==> src/rtl/pipe_stall_ctrl_if.sv <==
// Pipeline hazard/MDU control bundle between the core datapath (master) and
// the stall controller (slave).
interface pipe_stall_ctrl_if #(
    parameter int CNT_W = 16
);
    logic             load_use_stall;
    logic             branch_taken;
    logic             md_start;
    logic             md_is_div;
    logic             hilo_use;
    logic             pc_en;
    logic             if_id_en;
    logic             if_id_flush;
    logic             id_ex_flush;
    logic             md_go;
    logic             md_busy;
    logic             hilo_wr;
    logic [CNT_W-1:0] stall_cnt;

    modport master (
        output load_use_stall, branch_taken, md_start, md_is_div, hilo_use,
        input  pc_en, if_id_en, if_id_flush, id_ex_flush,
        input  md_go, md_busy, hilo_wr, stall_cnt
    );

    modport slave (
        input  load_use_stall, branch_taken, md_start, md_is_div, hilo_use,
        output pc_en, if_id_en, if_id_flush, id_ex_flush,
        output md_go, md_busy, hilo_wr, stall_cnt
    );
endinterface

==> src/rtl/pipe_stall_ctrl.sv <==
// Pipeline sequencing controller: merges load-use stalls, branch redirects and
// MDU scheduling into per-stage enable/flush controls plus a stall counter.
module pipe_stall_ctrl #(
    parameter int MUL_LAT = 4,
    parameter int DIV_LAT = 32,
    parameter int CNT_W   = 16
) (
    input  logic                 clk,
    input  logic                 rst,
    pipe_stall_ctrl_if.slave     bus
);
    typedef enum logic {IDLE, RUN} state_t;

    localparam logic [5:0] MUL_M1 = 6'(MUL_LAT - 1);
    localparam logic [5:0] DIV_M1 = 6'(DIV_LAT - 1);

    state_t           state, state_nxt;
    logic [5:0]       cnt, cnt_nxt;
    logic [CNT_W-1:0] stall_cnt_q;
    logic             stall;
    logic             pc_en, if_id_en, if_id_flush, id_ex_flush;
    logic             md_go, hilo_wr;

    always_ff @(posedge clk) begin
        if (!rst) begin
            assert (MUL_LAT >= 1 && MUL_LAT <= 63 && DIV_LAT >= 1 && DIV_LAT <= 63)
                else $error("pipe_stall_ctrl: MDU latency parameter out of 1..63");
        end
        if (rst) begin
            state       <= IDLE;
            cnt         <= '0;
            stall_cnt_q <= '0;
        end else begin
            state <= state_nxt;
            cnt   <= cnt_nxt;
            if (!pc_en && stall_cnt_q != '1)
                stall_cnt_q <= stall_cnt_q + CNT_W'(1);
        end
    end

    // Outputs are forced to their quiescent values while rst is high so an
    // aborted MDU operation can never strobe hilo_wr.
    always_comb begin
        pc_en       = 1'b1;
        if_id_en    = 1'b1;
        if_id_flush = 1'b0;
        id_ex_flush = 1'b0;
        md_go       = 1'b0;
        hilo_wr     = 1'b0;
        state_nxt   = state;
        cnt_nxt     = cnt;
        stall       = bus.load_use_stall ||
                      (state == RUN && (bus.hilo_use || bus.md_start));

        if (!rst) begin
            if (bus.branch_taken) begin
                if_id_flush = 1'b1;
                id_ex_flush = 1'b1;
            end else if (stall) begin
                pc_en       = 1'b0;
                if_id_en    = 1'b0;
                id_ex_flush = 1'b1;
            end

            case (state)
                IDLE: begin
                    if (bus.md_start && !bus.load_use_stall && !bus.branch_taken) begin
                        md_go     = 1'b1;
                        state_nxt = RUN;
                        cnt_nxt   = bus.md_is_div ? DIV_M1 : MUL_M1;
                    end
                end
                RUN: begin
                    // Branches do not cancel: the issuing instruction is older.
                    if (cnt == 6'd0) begin
                        hilo_wr   = 1'b1;
                        state_nxt = IDLE;
                    end else begin
                        cnt_nxt = cnt - 6'd1;
                    end
                end
            endcase
        end
    end

    assign bus.pc_en       = pc_en;
    assign bus.if_id_en    = if_id_en;
    assign bus.if_id_flush = if_id_flush;
    assign bus.id_ex_flush = id_ex_flush;
    assign bus.md_go       = md_go;
    assign bus.md_busy     = (state == RUN);
    assign bus.hilo_wr     = hilo_wr;
    assign bus.stall_cnt   = stall_cnt_q;
endmodule
==> src/flat_wrapper.sv <==
// flat-port wrapper written by rule: the top's interface ports become plain ports
module pipe_stall_ctrl_flat 
#(
    parameter int MUL_LAT = 4,
    parameter int DIV_LAT = 32,
    parameter int CNT_W   = 16
)
  (clk, rst, bus_load_use_stall, bus_branch_taken, bus_md_start, bus_md_is_div, bus_hilo_use, bus_pc_en, bus_if_id_en, bus_if_id_flush, bus_id_ex_flush, bus_md_go, bus_md_busy, bus_hilo_wr, bus_stall_cnt);
  pipe_stall_ctrl_if #(.CNT_W(CNT_W)) bus_i ();
  input  logic clk;
  input  logic rst;
  input wire logic [$bits(bus_i.load_use_stall)-1:0] bus_load_use_stall;
  input wire logic [$bits(bus_i.branch_taken)-1:0] bus_branch_taken;
  input wire logic [$bits(bus_i.md_start)-1:0] bus_md_start;
  input wire logic [$bits(bus_i.md_is_div)-1:0] bus_md_is_div;
  input wire logic [$bits(bus_i.hilo_use)-1:0] bus_hilo_use;
  output wire logic [$bits(bus_i.pc_en)-1:0] bus_pc_en;
  output wire logic [$bits(bus_i.if_id_en)-1:0] bus_if_id_en;
  output wire logic [$bits(bus_i.if_id_flush)-1:0] bus_if_id_flush;
  output wire logic [$bits(bus_i.id_ex_flush)-1:0] bus_id_ex_flush;
  output wire logic [$bits(bus_i.md_go)-1:0] bus_md_go;
  output wire logic [$bits(bus_i.md_busy)-1:0] bus_md_busy;
  output wire logic [$bits(bus_i.hilo_wr)-1:0] bus_hilo_wr;
  output wire logic [$bits(bus_i.stall_cnt)-1:0] bus_stall_cnt;
  assign bus_i.load_use_stall = bus_load_use_stall;
  assign bus_i.branch_taken = bus_branch_taken;
  assign bus_i.md_start = bus_md_start;
  assign bus_i.md_is_div = bus_md_is_div;
  assign bus_i.hilo_use = bus_hilo_use;
  assign bus_pc_en = bus_i.pc_en;
  assign bus_if_id_en = bus_i.if_id_en;
  assign bus_if_id_flush = bus_i.if_id_flush;
  assign bus_id_ex_flush = bus_i.id_ex_flush;
  assign bus_md_go = bus_i.md_go;
  assign bus_md_busy = bus_i.md_busy;
  assign bus_hilo_wr = bus_i.hilo_wr;
  assign bus_stall_cnt = bus_i.stall_cnt;
  pipe_stall_ctrl #(.MUL_LAT(MUL_LAT), .DIV_LAT(DIV_LAT), .CNT_W(CNT_W)) u_core (.clk(clk), .rst(rst), .bus(bus_i));
endmodule
==> config.mk <==
export PLATFORM = sky130hd
export DESIGN_NAME = pipe_stall_ctrl_flat
export DESIGN_NICKNAME = d
export VERILOG_FILES = /design/src/rtl/pipe_stall_ctrl_if.sv /design/src/rtl/pipe_stall_ctrl.sv /design/src/flat_wrapper.sv
export SDC_FILE = /design/constraint.sdc
export NUM_CORES = 1
export LEC_CHECK = 0
export CORE_UTILIZATION = 38
export CTS_CLUSTER_SIZE = 24
export DETAILED_ROUTE_END_ITERATION = 12
export GPL_TIMING_DRIVEN = 0
export MAX_ROUTING_LAYER = met4
export PLACE_DENSITY = 0.67
export REMOVE_ABC_BUFFERS = 1
export SLEW_MARGIN = 40
export SYNTH_ARGS = -nofsm -noshare
export SYNTH_HDL_FRONTEND = slang
export SYNTH_SLANG_ARGS = --single-unit
==> constraint.sdc <==
create_clock -name clk -period 1.7 [get_ports clk]
set_input_delay 0.34 -clock clk [delete_from_list [all_inputs] [get_ports clk]]
set_output_delay 0.34 -clock clk [all_outputs]
set_load 0.02 [all_outputs]
# Yosys cells after proc, flatten, opt, wreduce, memory -nomap -nowiden
# Index checks and enable logic that the tools add are counted.
# classes
n_mul	0
mux	20
n_eq_ne	3
addsub	2
bitwise_logic	1
n_reduce_logical	11
n_div	0
shift	0
n_lt_le_gt_ge	0
# ops
operator	n
16-bit by 1-bit adder with 16-bit output (second input constant)	1
16-bit inequality test (second input constant)	1
1-bit 2-to-1 mux	15
6-bit 2-to-1 mux	2
6-bit one-hot mux with 2 select lines	1
6-bit zero test	1
6-bit by 1-bit subtractor with 6-bit output (second input constant)	1
5-bit 2-to-1 mux	1
1-bit logical AND	4
1-bit zero test	3
1-bit logical OR	2
2-bit by 1-bit inequality test with 1-bit output (second input constant)	1
2-bit inequality test (second input constant)	1
1-bit one-hot mux with 2 select lines	1
2-bit AND reduction	1
1-bit NOT	1
# totals
out_inout_bits	23
rom_bits	0
mem_count	0
ramBits	0
latchBits	0
reg_bits	23
inputBits	7

# Depth between registers and ports, before layout
# Gate-level depths: netlist of run 1.
# logic_depth
word_depth	8
depth_mapped	6
depth_no_buf	6

# Least setup slack after synthesis of run 1
# Ideal clock, no wire load.
# synth_timing
path_kind	reg-to-reg
from	reg u_core.stall_cnt_q[0] (netlist: u_core.bus.stall_cnt[0])
to	reg u_core.stall_cnt_q[12] (netlist: u_core.bus.stall_cnt[12])
path_stages_with_launch	6
slack_ns	-0.204
setup_time_ns	0.121
arrival_time_ns	1.783
required_time_ns	1.579
synth_period_minus_slack_ns	1.904
path_cell_list	dfxtp_1 > ha_1 > and4_1 > o211ai_1 > nor4_1 > mux2_2
# synth_via
elab_chain_cells	2
elab_cells_between_ends	3
cone_classes	1 x add/sub; 1 x eq/ne; 1 x reduce/logical
# synth_rtl
item	line	source
from (decl)	pipe_stall_ctrl.sv:19	logic [CNT_W-1:0] stall_cnt_q;
from (signal assigned)	pipe_stall_ctrl.sv:37	stall_cnt_q <= stall_cnt_q + CNT_W'(1);
parallel branches: the longest is 2 deep, another holds 16-bit by 1-bit adder with 16-bit output	n/a	
# Parallel ways; which one is timed is not known.
# A chain may end at the register's enable or synchronous reset.

# Worst setup path after layout of run 1
# layout_timing
from	in rst
to	out bus_hilo_wr
# layout_via
elab_chain_cells	1
# layout_rtl
item	line	source
from (decl)	flat_wrapper.sv:11	input logic rst;
1-bit 2-to-1 mux	pipe_stall_ctrl.sv:55	if (!rst) begin
to (decl)	flat_wrapper.sv:23	output wire logic [$bits(bus_i.hilo_wr)-1:0] bus_hilo_wr;
# Every way passes these cells.

==> reports/results.ini, run 1 <==
[finish]
syn_to_final_growth_pct=47.4
finalNonFillerCells=233
drive_above_1_share_pct=35.4
final_nets=200
diodes=0
post-route-util_pct=60.0

[synth]
seq_area_frac_synth_pct=36.1
synth_area_sq_um=1270
synthTopCellsByArea=dfxtp_1, or4_1, a21oi_1
synth_edf_count=0
ys.warnings.count=0
syn_area_per_cell_sq_um=8.44
ys_types=41
ys_seq_elements=23
synth-async-reset-ratio_pct=0
yosys.area.top_type=dfxtp_1
synthCells=151
synth_top_flop_cell=dfxtp_1
synth_top_area_share_pct=36.1

[timing]
fin_crit_sh_pct=104
tightest_slew_ns=0.536
final_max_slew_viol_count=0
skew_ns=0.00442
whs_ns=0.483
final-setup-viol-count=4
max_freq_ghz=0.568
fin_crit_ns=1.76
rsz0062_at_grt=true
max_slew_margin_pct=64.2
worst_slack_ns=-0.0618
hold_viol_final=0

[worst_setup_path]
critical_path.slowest_cell=inv_1
path_class=in -> out
crit_family=buffers and inverters
cp-end-kind=primary output
worstPathBufferInverterCount=3
worstPathCellList=buf_2 > inv_1 > nand2_1 > nor4_2 > buf_4
crit_required_ns=1.36
critPathArrivalTime_ns=1.42
cp_max_fo=25
slowest_delay_ns=0.29
startpoint_type=primary input

[hold_path]
min_path_type=in -> reg

[placement]
placedCellCount=218
gp_congestion=0.875
place.port_buffers=29
hpwl_microns=2260

[global_route]
antenna_found_initial=0
grt_max_degree=26
grt_pass1_vias=1258
grt_overflow=0
grt.total_usage_pct=21.1
grt_first_pass_wirelength_microns=5620

[power]
powerDensity_nw_per_um2=519
peakVddDrop_mv=0.474
p_leak_nw=0.809

[floorplan]
die_x_microns=59.9
die_area_sq_um=3590
pin_count=30
rows=20
die_h_microns=59.9
start_util_pct=40.7
core_area_sq_um=3130

[clock_network]
clock_sinks=23
path_clk_slew_ns=0.12
cts_made_buffers=3
clk_path_buf_depth=2
root_buffer=clkbuf_4
ctsHoldBuffers=0
tritoncts=done
h-tree-depth=1
clk_latency_ns=0.31

[route]
drt-total-wl_microns=3460
drt_iter0_drc=52
via_per_inst=5.89
ant_nets=0
drc=0
drt_first_pass_iters=4
vias=1372
routedWlPerCell_microns=14.8

[status]
violations=negative setup slack
status=finished, violations left

[run]
cap_violations=0

-- per-layer routing --
metal | global-route usage, % | vias up | share of wire (%)
met5 | - | - | 0
met4 | 4.65 | 0 | 0.90
met3 | 4.98 | 4 | 3.9
met2 | 35.7 | 38 | 50
met1 | 25.3 | 666 | 46
li1 | - | 664 | -
-- logic make-up (layout without fill, tap and decap cells) --
family | Yosys count | count (layout) | synth area share (%)
AO/OA/AOI/OAI | 45 | 45 | 24.4
adder cells (fa/ha/maj) | 3 | 3 | 2.95
buffers and inverters | 18 | 56 | 5.99
flip-flops | 23 | 23 | 36.1
multiplexers | 4 | 4 | 3.34
AND/OR/NAND/NOR | 58 | 58 | 27.2
-- area by class of cell --
type / count / area, sq um
clock buffers: 4 / 26.3
multi-input cells: 110 / 885
inverters: 12 / 45.0
flip-flops and latches: 23 / 507
repair buffers: 40 / 360
fillers: 298 / 1250
well taps: 44 / 55.1
-- cell usage after synthesis, types with 2 or more instances --
library cell / count
buf_4: 2
a21oi_1: 10
inv_1: 12
nand3_1: 8
o31ai_1: 6
dfxtp_1: 23
nor2_1: 9
o21a_1: 2
clkbuf_1: 2
a31oi_1: 2
or4_1: 9
nor4_1: 3
o41ai_1: 4
o22ai_1: 2
and3_1: 3
nor3_1: 3
o311ai_0: 5
nand2_1: 7
mux2_2: 2
a211oi_1: 2
mux2i_1: 2
or3_1: 3
ha_1: 3
nor2b_1: 4
nand4_2: 2
o21ai_0: 6
-- worst reg2reg max path: stages, from the launching register on --
cell and delay, ns:
dfxtp_4 0.40, nand4_4 0.16, or4_4 0.51, or4_1 0.40, and3_1 0.19
-- repair_timing --
item	4_1_cts	5_1_grt
gates resized for setup	76	27
setup endpoints to repair	34	25
pin swaps	4	6
cloned	0	1
buffers inserted	3	7
-- where the power goes --
part	total (mW)	internal [mW]	leakage (nW)	switching [mW]
Sequential	0.564	0.545	0.199	0.0188
Clock	0.256	0.0916	0.0150	0.164
Combinational	0.154	0.0673	0.596	0.0871
-- registers in the layout, summed over array words and instances (netlist names) --
| name | cells |
|---|---|
| u_core.bus.md_busy | 1 |
| u_core.bus.stall_cnt | 16 |
| u_core.cnt | 6 |
-- through the flow --
step | worst slack [ns] | power (mW) | setup TNS [ns] | cell area [sq um]
floorplan | -0.204 | 0.655 | -1.45 | 1240
global placement | -1.26 | 0.716 | -23.42 | 1590
detailed placement | -0.643 | 0.722 | -10.14 | 1590
CTS | -0.0632 | 0.974 | -0.0948 | 1740
global route | -0.182 | 1.04 | -0.683 | 1880
finish | -0.0618 | 0.974 | -0.134 | 1880
-- path summary, 6_finish.rpt --
path                      startpoint                  endpoint  slack (ns)  depth (start not counted)
max                              rst               bus_hilo_wr       -0.06                          5
min                              rst        u_core.bus.md_busy        0.48                          2
max reg2reg  u_core.bus.stall_cnt[7]  u_core.bus.stall_cnt[15]       -0.05                          4
min reg2reg  u_core.bus.stall_cnt[9]   u_core.bus.stall_cnt[9]        0.48                          1
-- cells in the final DEF, fill, tap and decap left out, types with 4 or more instances in the layout --
| cell | n |
|---|---|
| dfxtp_2 | 13 |
| dlygate4sd2_1 | 12 |
| buf_4 | 12 |
| inv_1 | 10 |
| a21oi_1 | 8 |
| dfxtp_4 | 8 |
| nand2_1 | 7 |
| nor2_1 | 7 |
| nand3_1 | 7 |
| dlymetal6s2s_1 | 7 |
| o31ai_1 | 6 |
| or4_1 | 6 |
| o21ai_0 | 6 |
| nor2b_1 | 4 |
| o311ai_0 | 4 |
| clkdlybuf4s50_1 | 4 |
(Power assumes the default switching activity.)
==> run 2, diff against run 1 <==
--- a/config.mk
+++ b/config.mk
@@ -5,12 +5,13 @@
 export SDC_FILE = /design/constraint.sdc
 export NUM_CORES = 1
 export LEC_CHECK = 0
-export CORE_UTILIZATION = 38
+export ABC_AREA = 0
+export CORE_UTILIZATION = 44
 export CTS_CLUSTER_SIZE = 24
 export DETAILED_ROUTE_END_ITERATION = 12
 export GPL_TIMING_DRIVEN = 0
 export MAX_ROUTING_LAYER = met4
-export PLACE_DENSITY = 0.67
+export PLACE_DENSITY = 0.76
 export REMOVE_ABC_BUFFERS = 1
 export SLEW_MARGIN = 40
 export SYNTH_ARGS = -nofsm -noshare
==> run 2 against run 1 <==
  * The flow still finishes with violations (negative setup slack)
  * Global-route usage grew 3.6 points
  * Via count grew 6.6%
  * Clock-buffer cell count shrank 1
  * Die area shrank 13%
  * Flip-flop and latch count is the same
  * Clock power is essentially flat
  * Register-to-register slack is essentially flat
  * Critical path depth shrank 1
  * Cell area grew 2.5%
  * Largest cell class unchanged
==> reports/results.ini, run 2 (same netlist as run 1, synthesis figures left out) <==
[worst_setup_path]
crit_family=simple AND/OR/NAND/NOR gates
rr_endpoint=u_core.bus.stall_cnt[15]
reg2reg_from=u_core.bus.stall_cnt[9]
worst-r2r-cell-count=4  ; unchanged
critPathArrivalTime_ns=1.97  ; +0.55 ns
worstPathCellList=inv_1 > or4_4 > or4_1 > and3_1
worstPathBufferInverterCount=1  ; -2
r2r_setup_slack_ns=-0.05  ; about the same
path_class=reg -> reg
startpoint_type=register
cp_max_fo=4  ; -84%
critical_path.slowest_cell=or4_4
cp-end-kind=register
slowest_delay_ns=0.56  ; +0.27 ns
crit_required_ns=1.92  ; +0.56 ns

[timing]
fin_crit_ns=1.75  ; -0.0110 ns
max_slew_margin_pct=64.8  ; +0.58 points
max_freq_ghz=0.571  ; +0.63%
final_max_slew_viol_count=0  ; unchanged
tns_ns=-0.0700  ; +0.0643 ns
hold_viol_final=0  ; unchanged
worst_slack_ns=-0.0508  ; +0.0110 ns
skew_ns=0.00447  ; +0.0000446 ns
fin_crit_sh_pct=103  ; -0.65 points
rsz0062_at_grt=true
tightest_slew_ns=0.527  ; -0.00861 ns
final-setup-viol-count=2  ; -2

[power]
p_leak_nw=0.780  ; -3.6%
powerDensity_nw_per_um2=509  ; -1.9%
peakVddDrop_mv=0.489  ; +3.2%
finalPower_uw=980  ; +0.56%

[finish]
finalNonFillerCells=230  ; -1.3%
drive_above_1_share_pct=38.7  ; +3.2 points
syn_to_final_growth_pct=51.1
final_cell_mix=buf_4, dfxtp_4, dlygate4sd2_1
final_nets=210  ; +5.0%
largest_reg_flops=16  ; unchanged
n_fill_cell=209  ; -30%
diodes=0  ; unchanged
final_common_cell=buf_4

[floorplan]
pin_count=30  ; unchanged
die_area_sq_um=3110  ; -13%
rows=19  ; -5.0%
core_area_sq_um=2760  ; -12%
start_util_pct=46.2  ; +5.5 points
die_x_microns=55.8  ; -6.8%
die_h_microns=55.8  ; -6.8%

[status]
status=finished, violations left
violations=negative setup slack

[global_route]
grt.total_usage_pct=24.6  ; +3.6 points
grt_first_pass_wirelength_microns=5950  ; +5.9%
grt_overflow=0  ; unchanged
antenna_found_initial=0  ; unchanged
grt_max_degree=26  ; unchanged
grt_pass1_vias=1320  ; +4.9%

[clock_network]
tritoncts=done
clock_sinks=23  ; unchanged
ctsHoldBuffers=0  ; unchanged
root_buffer=clkbuf_4
clk_path_buf_depth=2  ; unchanged
h-tree-depth=1  ; unchanged
clk_latency_ns=0.31  ; about the same
cts_made_buffers=3  ; unchanged
path_clk_slew_ns=0.13  ; about the same

[placement]
gp_congestion=0.954  ; +9.0%
place.port_buffers=29  ; unchanged
placedCellCount=205  ; -6.0%
hpwl_microns=2140  ; -5.4%

[route]
drt-total-wl_microns=3890  ; +13%
drt_first_pass_iters=5  ; +1
drc=0  ; unchanged
routedWlPerCell_microns=16.9  ; +14%
via_per_inst=6.36  ; +7.9%
vias=1462  ; +6.6%
drt_iter0_drc=79  ; +52%
ant_nets=0  ; unchanged

[hold_path]
min_from=rst
holdPathEnd=u_core.bus.md_busy
min_path_type=in -> reg
hold_depth=2  ; unchanged

[run]
cap_violations=0  ; unchanged

run 2: layout make-up:
type	count	area [sq um]	area share, %
multi-input cells	110	882	45.8
flip-flops and latches	23	512	26.6
repair buffers	50	419	21.8
inverters	12	45.0	2.34
well taps	31	38.8	2.02
clock buffers	3	22.5	1.17
clock inverters	1	5.00	0.260
run 2: what timing repair did:
item | CTS | global route
pin swaps | 4 | 10
gates cloned | 0 | 0
gates resized for setup | 83 | 24
endpoints found under the setup margin | 37 | 19
buffers inserted | 8 | 13
run 2: how the worst max path moves through the flow:
stage / slack, ns / cells after the start / endpoint / startpoint
after floorplan: -0.20 / 5 / u_core.bus.stall_cnt[12] / u_core.bus.stall_cnt[0]
after global placement: -1.20 / 5 / bus_hilo_wr / rst
after detailed placement: -1.27 / 5 / bus_hilo_wr / rst
after CTS: -0.04 / 3 / bus_hilo_wr / u_core.cnt[2]
after global routing: -0.13 / 5 / bus_hilo_wr / u_core.cnt[0]
final: -0.05 / 4 / u_core.bus.stall_cnt[15] / u_core.bus.stall_cnt[9]
run 2: stage by stage:
stage	setup WS (ns)	hold WS, ns	instance area [sq um]	utilization, %
after floorplan	-0.204	0.409	1240	-
after global placement	-1.20	0.484	1570	57.0
after detailed placement	-1.27	0.494	1570	57.0
after CTS	-0.0425	0.467	1770	64.2
after global routing	-0.131	0.494	1920	69.8
final	-0.0508	0.484	1920	69.8
run 2: where the power goes:
part	switching (mW)	leakage, nW	internal (mW)
clock network	0.168	0.0177	0.0879
logic	0.0928	0.564	0.0742
registers	0.0168	0.199	0.540
total	0.277	0.780	0.702
run 2: routing by layer:
metal  vias to the layer above  share of wire (%)  global-route usage [%]
li1                        691                  -                       -
met1                       690                 41                    28.0
met2                        66                 51                    43.2
met3                        15                4.6                    2.33
met4                         0                3.5                    12.1
met5                         -                  0                       -
